$ cat src/rtl/kb_event_fifo.sv
// PS/2 scan-code decoder with E0/F0 prefix handling, repeat filter
// and a first-word-fall-through event buffer.
module kb_event_fifo #(
    parameter int W_SIZE          = 2,
    parameter bit REPORT_MAKE     = 1'b1,
    parameter bit SUPPRESS_REPEAT = 1'b1
) (
    input  logic       clk,
    input  logic       reset,
    input  logic       scan_done_tick,
    input  logic [7:0] scan_code,
    input  logic       rd_key_code,
    input  logic       clr_ovf,
    output logic [9:0] key_event,
    output logic       kb_buf_empty,
    output logic       kb_buf_full,
    output logic       kb_overflow
);
    localparam int DEPTH = 1 << W_SIZE;

    typedef enum logic [1:0] {IDLE, EXT, BRK, EXT_BRK} state_t;

    state_t state, state_next;
    logic   ev_valid, ev_ext, ev_brk;
    logic   discard;

    always_comb begin
        discard = scan_code inside {8'h00, 8'hAA, 8'hE1, 8'hEE,
                                    8'hFA, 8'hFE, 8'hFF};
    end

    always_ff @(posedge clk or posedge reset) begin
        if (reset) state <= IDLE;
        else       state <= state_next;
    end

    always_comb begin
        state_next = state;
        ev_valid   = 1'b0;
        ev_ext     = 1'b0;
        ev_brk     = 1'b0;
        if (scan_done_tick) begin
            unique case (state)
                IDLE: begin
                    if (scan_code == 8'hE0)      state_next = EXT;
                    else if (scan_code == 8'hF0) state_next = BRK;
                    else if (!discard)           ev_valid   = 1'b1;
                end
                EXT: begin
                    if (scan_code == 8'hF0) begin
                        state_next = EXT_BRK;
                    end else if (scan_code != 8'hE0) begin
                        ev_valid   = 1'b1;
                        ev_ext     = 1'b1;
                        state_next = IDLE;
                    end
                end
                BRK: begin
                    ev_valid   = 1'b1;
                    ev_brk     = 1'b1;
                    state_next = IDLE;
                end
                EXT_BRK: begin
                    ev_valid   = 1'b1;
                    ev_ext     = 1'b1;
                    ev_brk     = 1'b1;
                    state_next = IDLE;
                end
            endcase
        end
    end

    logic [8:0] ev_key, last_make;
    logic       lm_valid, lm_hit, push_req;

    assign ev_key   = {ev_ext, scan_code};
    assign lm_hit   = SUPPRESS_REPEAT && lm_valid && (last_make == ev_key);
    assign push_req = ev_valid && (ev_brk || (REPORT_MAKE && !lm_hit));

    // Repeat tracking runs regardless of whether makes are reported.
    always_ff @(posedge clk or posedge reset) begin
        if (reset) begin
            lm_valid  <= 1'b0;
            last_make <= '0;
        end else if (ev_valid && SUPPRESS_REPEAT) begin
            if (!ev_brk && !lm_hit) begin
                lm_valid  <= 1'b1;
                last_make <= ev_key;
            end else if (ev_brk && lm_hit) begin
                lm_valid  <= 1'b0;
            end
        end
    end

    logic [9:0]        mem [DEPTH];
    logic [W_SIZE-1:0] wr_ptr, rd_ptr, wr_succ, rd_succ;
    logic              push, pop;

    assign pop       = rd_key_code && !kb_buf_empty;
    assign push      = push_req && (!kb_buf_full || rd_key_code);
    assign wr_succ   = wr_ptr + 1'b1;
    assign rd_succ   = rd_ptr + 1'b1;
    assign key_event = mem[rd_ptr];

    always_ff @(posedge clk) begin
        if (push) mem[wr_ptr] <= {ev_ext, ev_brk, scan_code};
    end

    always_ff @(posedge clk or posedge reset) begin
        if (reset) begin
            wr_ptr       <= '0;
            rd_ptr       <= '0;
            kb_buf_empty <= 1'b1;
            kb_buf_full  <= 1'b0;
            kb_overflow  <= 1'b0;
        end else begin
            if (push) wr_ptr <= wr_succ;
            if (pop)  rd_ptr <= rd_succ;
            if (push && !pop) begin
                kb_buf_empty <= 1'b0;
                kb_buf_full  <= (wr_succ == rd_ptr);
            end else if (pop && !push) begin
                kb_buf_full  <= 1'b0;
                kb_buf_empty <= (rd_succ == wr_ptr);
            end
            // A fresh overflow beats a simultaneous clear.
            if (push_req && kb_buf_full && !rd_key_code) kb_overflow <= 1'b1;
            else if (clr_ovf)                           kb_overflow <= 1'b0;
        end
    end

endmodule
$ cat config.mk
export PLATFORM = sky130hd
export DESIGN_NAME = kb_event_fifo
export DESIGN_NICKNAME = d
export VERILOG_FILES = /design/src/rtl/kb_event_fifo.sv
export SDC_FILE = /design/constraint.sdc
export NUM_CORES = 1
export LEC_CHECK = 0
export ABC_AREA = 1
export ABC_CLOCK_PERIOD_IN_PS = 2730
export BUFFER_PORTS_ARGS = -buffer_cell sky130_fd_sc_hd__buf_2
export CAP_MARGIN = 20
export CORE_MARGIN = 3
export CORE_UTILIZATION = 50
export CTS_BUF_LIST = sky130_fd_sc_hd__clkbuf_2
export DETAILED_ROUTE_END_ITERATION = 8
export PLACE_DENSITY_LB_ADDON = 0.05
export SETUP_SLACK_MARGIN = 0.2
export SLEW_MARGIN = 20
export SYNTH_ARGS = -nofsm -noshare
export SYNTH_HDL_FRONTEND = slang
export SYNTH_SLANG_ARGS = --single-unit
$ cat constraint.sdc
create_clock -name clk -period 2.73 [get_ports clk]
set_input_delay 0.1365 -clock clk [delete_from_list [all_inputs] [get_ports clk]]
set_output_delay 0.1365 -clock clk [all_outputs]
set_load 0.05 [all_outputs]
After elaboration in Yosys (flattened, before gate mapping)
Memories as Yosys holds them, arrays and structs flattened.
Index checks and enable logic that the tools add are counted.
Cells by class
  muxes and demuxes: 26
  equality and inequality tests: 17
  reduce and logical (&&, ||, !) cells: 29
  add/subtract/negate cells: 2
Operator list (number)
  $eq A8 B8 Y1 const B: 8
  $mux W1: 19
  $logic_and A1 B1 Y1: 10
  $eq A9 B9 Y1: 1
  $logic_not A8 Y1: 1
  $mux W2: 4
  $ne A8 B8 Y1 const B: 1
  $logic_not A1 Y1: 7
  $reduce_bool A7 Y1: 1
  $ne A3 B3 Y1 const B: 2
  $pmux W2 S3: 1
  $reduce_bool A2 Y1: 3
  $add A2 B1 Y2 const B: 2
  $eq A2 B2 Y1: 2
  $eq A2 B2 Y1 const B: 2
  $reduce_and A2 Y1: 2
  $pmux W1 S3: 1
  $reduce_and A3 Y1: 1
  $eq A2 B1 Y1 const B: 1
  $logic_not A2 Y1: 1
  $logic_or A1 B1 Y1: 2
  $pmux W1 S2: 1
  $reduce_or A2 Y1: 1
Word-level totals
  RAM bits: 40
  flip-flop bits (word level): 19
  bits of input ports: 13
  output and inout bits: 13
  memories kept: 1
Memory list
  mem: words 4, width 10, read ports 1, clocked after Yosys merged registers in 0, wr ports 1, RTL line 95  | logic [9:0] mem [DEPTH];

Logic depth before layout (Yosys ltp)
  depth in word-level cells: 15
  depth in mapped cells: 18

Least setup slack after synthesis
Ideal clock, no wire load.
  path kind: register to register
  from: register state[1]
  to: memory mem[0][0] (enable)
  path buffers: 0
  period minus slack after synthesis: 2.376 ns
  library setup time: 0.376 ns
  data arrival time: 2.000 ns
  path slack: 0.354 ns
  required time: 2.354 ns
  cell stages (with the launch flop): 12
  cells stage by stage: dfrtp_1 -> inv_1 -> a21boi_2 -> nand2_1 -> inv_1 -> nand2_1 -> nand3_1 -> inv_1 -> ha_1 -> inv_1 -> nand4_1 -> nor2_1
On the way
  word-level cells in the longest chain between the ends: 11
  elaborated cells on any way between the ends: 19
  classes of those cells: eq/ne: 4; mux: 8; reduce/logical: 7
Ends and longest elaborated chain
  start: declaration: RTL line 23  | state_t state, state_next;
  start signal: assignment: RTL line 34  | else state <= state_next;
  $eq A2 B2 Y1 / $eq A2 B1 Y1 (equally long branches): RTL line 43  | unique case (state)
  $pmux W1 S2 *: RTL line 43
  $mux W1 *: RTL line 42  | if (scan_done_tick) begin
  named net ev_ext: RTL line 24  | logic ev_valid, ev_ext, ev_brk;
  $eq A9 B9 Y1 *: RTL line 77  | assign lm_hit = SUPPRESS_REPEAT && lm_valid && (last_make == ev_key);
  $logic_and A1 B1 Y1 *: RTL line 77
  $logic_not A1 Y1 *: RTL line 78  | assign push_req = ev_valid && (ev_brk || (REPORT_MAKE && !lm_hit));
  $logic_or A1 B1 Y1 *: RTL line 78
  $logic_and A1 B1 Y1 *: RTL line 78
  $logic_and A1 B1 Y1 *: RTL line 100  | assign push = push_req && (!kb_buf_full || rd_key_code);
  $mux W1 *: RTL line 106  | if (push) mem[wr_ptr] <= {ev_ext, ev_brk, scan_code};
  $mux W1 (not written as such) *: RTL line 106
  end: declaration: RTL line 95
Mark *: on every way through the listed nets, which the timed path passes. The rest lies on a longest branch.

Worst setup path after layout
  from: register state[1]
  to: memory mem[0][5] (enable)
Same word-level chain as after synthesis.

==> impl_metrics.toml <==
[floorplanning]
pin_count = 26
core_area_mm2 = 0.005270
die_w_um = 81.15
start_util_pct = 53.58
rows = 26
die_area_mm2 = 0.006585
fp.dieH_um = 81.15

[cells_and_area]
n_antenna_cell = 0
mostFrequentLayoutCells = "nor2_1, edfxtp_1, nand2_1"
drive_gt1_share_pct = 22.89
fin_area_mm2 = 0.003298
regArea_mm2 = 0.001678
syn_to_final_growth_pct = 16.79
multi_input_area_um2 = 972.2
n_fill_cell = 469
nets = 347

[setup_path]
required_ps = 2910
start_kind = "register"
cp_max_fo = 10
r2r_slack_ps = 390
cp.arrival_ps = 2510
end_kind = "register"
crit_type = "register to register"

[detailed_routing]
ant_nets = 0
drt-total-wl_um = 5674
routed_via_density = 5.020
avgRoutedWirePerCell_um = 14.11
vias = 2018
initialDrtViolationCount = 127
firstDrtPassIters = 4
route.detailed.drc = 0

[global_routing]
antenna_found_initial = 0
track_usage_pct = 19.19
grt_max_degree = 24
first_global_vias = 2010
gr-total-overflow = 0
grt_first_pass_wirelength_um = 9266

[placement]
hpwl_um = 3822
io_buffers = 25
postPlaceCellArea_mm2 = 0.003077
gp_congestion = 0.7402
dpl_worst_slack_ps = 178.0

[clock_network]
cts_buffers = 9
cts.sinks = 59
cts_root_buffer = "clkbuf_2"
clock_path_buffers = 2
clk_pin_slew_worst_paths_ps = 170
htree_levels = 3
cts_tree = "done"
insertion_delay_ps = 470

[logic_synthesis]
ys_seq_area_share_pct = 59.42
syn_avg_cell_area_um2 = 10.16
yosysWarnings = 0
synth.distinct_cells = 27
ys_ff_latch = 59
netlist_instances = 278
syn_area_mm2 = 0.002824
synthesis.nets = 298

[timing]
finClkSkew_ps = 21.79
rsz0062_at_grt = "false"
timing.final.ws_setup_ps = 393.6
slew_violations = 0
tightest_slew_ps = 747.7
max_freq_mhz = 428.0
slew_headroom_pct = 50.10
finalHoldViolCount = 0
setup_viol = 0
min_period_ps = 2336
finalCritPeriodShare_pct = 85.58
setup_tns_ps = 0

[pwr]
p_leak_nw = 1.450
peakVddDrop_v = 0.0005159
cellPowerDensity_mw_per_mm2 = 965.9

[status]
status = "complete, no violations"

[run]
max-cap-violations = 0

[hold_path]
hold_path.class = "input port to register"
sequential cells by signal, indices dropped and copies added (netlist names):
register,count
kb_buf_full,1
kb_buf_empty,1
state,2
lm_valid,1
kb_overflow,1
rd_ptr,2
mem,40
wr_ptr,2
last_make,9
per-stage QoR:
stage	util, %	total power [mW]	hold slack (ps)	instances
global placement	58.38	2.570	305.8	377
CTS	61.94	3.192	2.779	399
global route	62.58	3.389	3.496	402
detailed placement	58.38	2.585	308.9	377
finish	62.58	3.186	26.18	402
floorplan	-	2.243	86.89	278
cells in the mapped netlist (all sizes together):
cell type	number	area [µm²]
edfxtp	40	1201
xnor2	3	26.28
xor2	5	43.79
dfstp	1	26.28
nand3	7	40.04
buf	2	23.77
o21ai	38	209.0
a21oi	4	23.77
a21boi	1	11.26
clkbuf	5	18.77
nor3	1	5.000
nand4	5	31.28
nand2	43	183.9
ha	7	87.58
o2111ai	3	26.28
nor2	45	195.2
o22ai	13	81.33
dfrtp	18	450.4
inv	37	138.9
where the power goes:
part | internal [mW] | switching, mW | leakage (nW)
Sequential | 1.14 | 0.0938 | 0.605
Combinational | 0.359 | 0.985 | 0.765
Clock | 0.293 | 0.309 | 0.0805
logic make-up (layout without fill, tap and decap cells):
logic type,Yosys count,in the layout,synth area share (%)
DFF,59,59,59.42
buffers and inverters,44,98,6.424
AOI/OAI and AO/OA,59,59,12.45
adders and majority gates,7,7,3.101
xor gates and xnor gates,8,8,2.481
and+or+nand+nor,101,101,16.13
worst max-delay path, stage by stage (launching register included):
cell      delay [ps]
dfrtp_1          460
inv_2             80
a21boi_4         180
nand2_1          100
inv_2             90
nand2_1           50
nand3_1           80
inv_1             50
ha_1             190
inv_2             80
nand4_1          170
buf_4            200
nor2_1            90
buf_4            220
worst paths after layout:
kind / start / to / cells past startpoint
min in group asynchronous: reset / kb_overflow$_DFFE_PP0P_ / 3
worst max register to register: state[1]$_DFFE_PP0P_ / mem[0][5]$_DFFE_PP_ / 13
worst max-delay path: state[1]$_DFFE_PP0P_ / mem[0][5]$_DFFE_PP_ / 13
max in group asynchronous: reset / rd_ptr[1]$_DFFE_PP0P_ / 3
worst min-delay path: rd_key_code / rd_ptr[0]$_DFFE_PP0P_ / 3
worst min register to register: kb_buf_empty$_DFFE_PP1P_ / kb_buf_empty$_DFFE_PP1P_ / 2
timing repair:
item	CTS	global route
setup endpoints to repair	0	43
hold endpoints to repair	30	0
hold buffers	6	0
resized for setup	0	6
setup buffers	0	3
metal layers:
layer | global-route usage [%] | vias to the layer above | part of all wire (%)
li1 | - | 1035 | -
met1 | 25.66 | 937 | 45
met2 | 30.62 | 41 | 49
met3 | 3.437 | 5 | 5.3
met4 | 8.615 | 0 | 1.2
met5 | 0 | - | 0
final cells by class:
class | count | area share (%)
clock buffer | 9 | 1.366
clock inverter | 7 | 2.504
inverter | 37 | 4.325
multi-input combinational | 175 | 29.48
sequential | 59 | 50.87
tap | 70 | 2.656
timing repair buffer | 45 | 8.801
(Power assumes the default switching activity.)
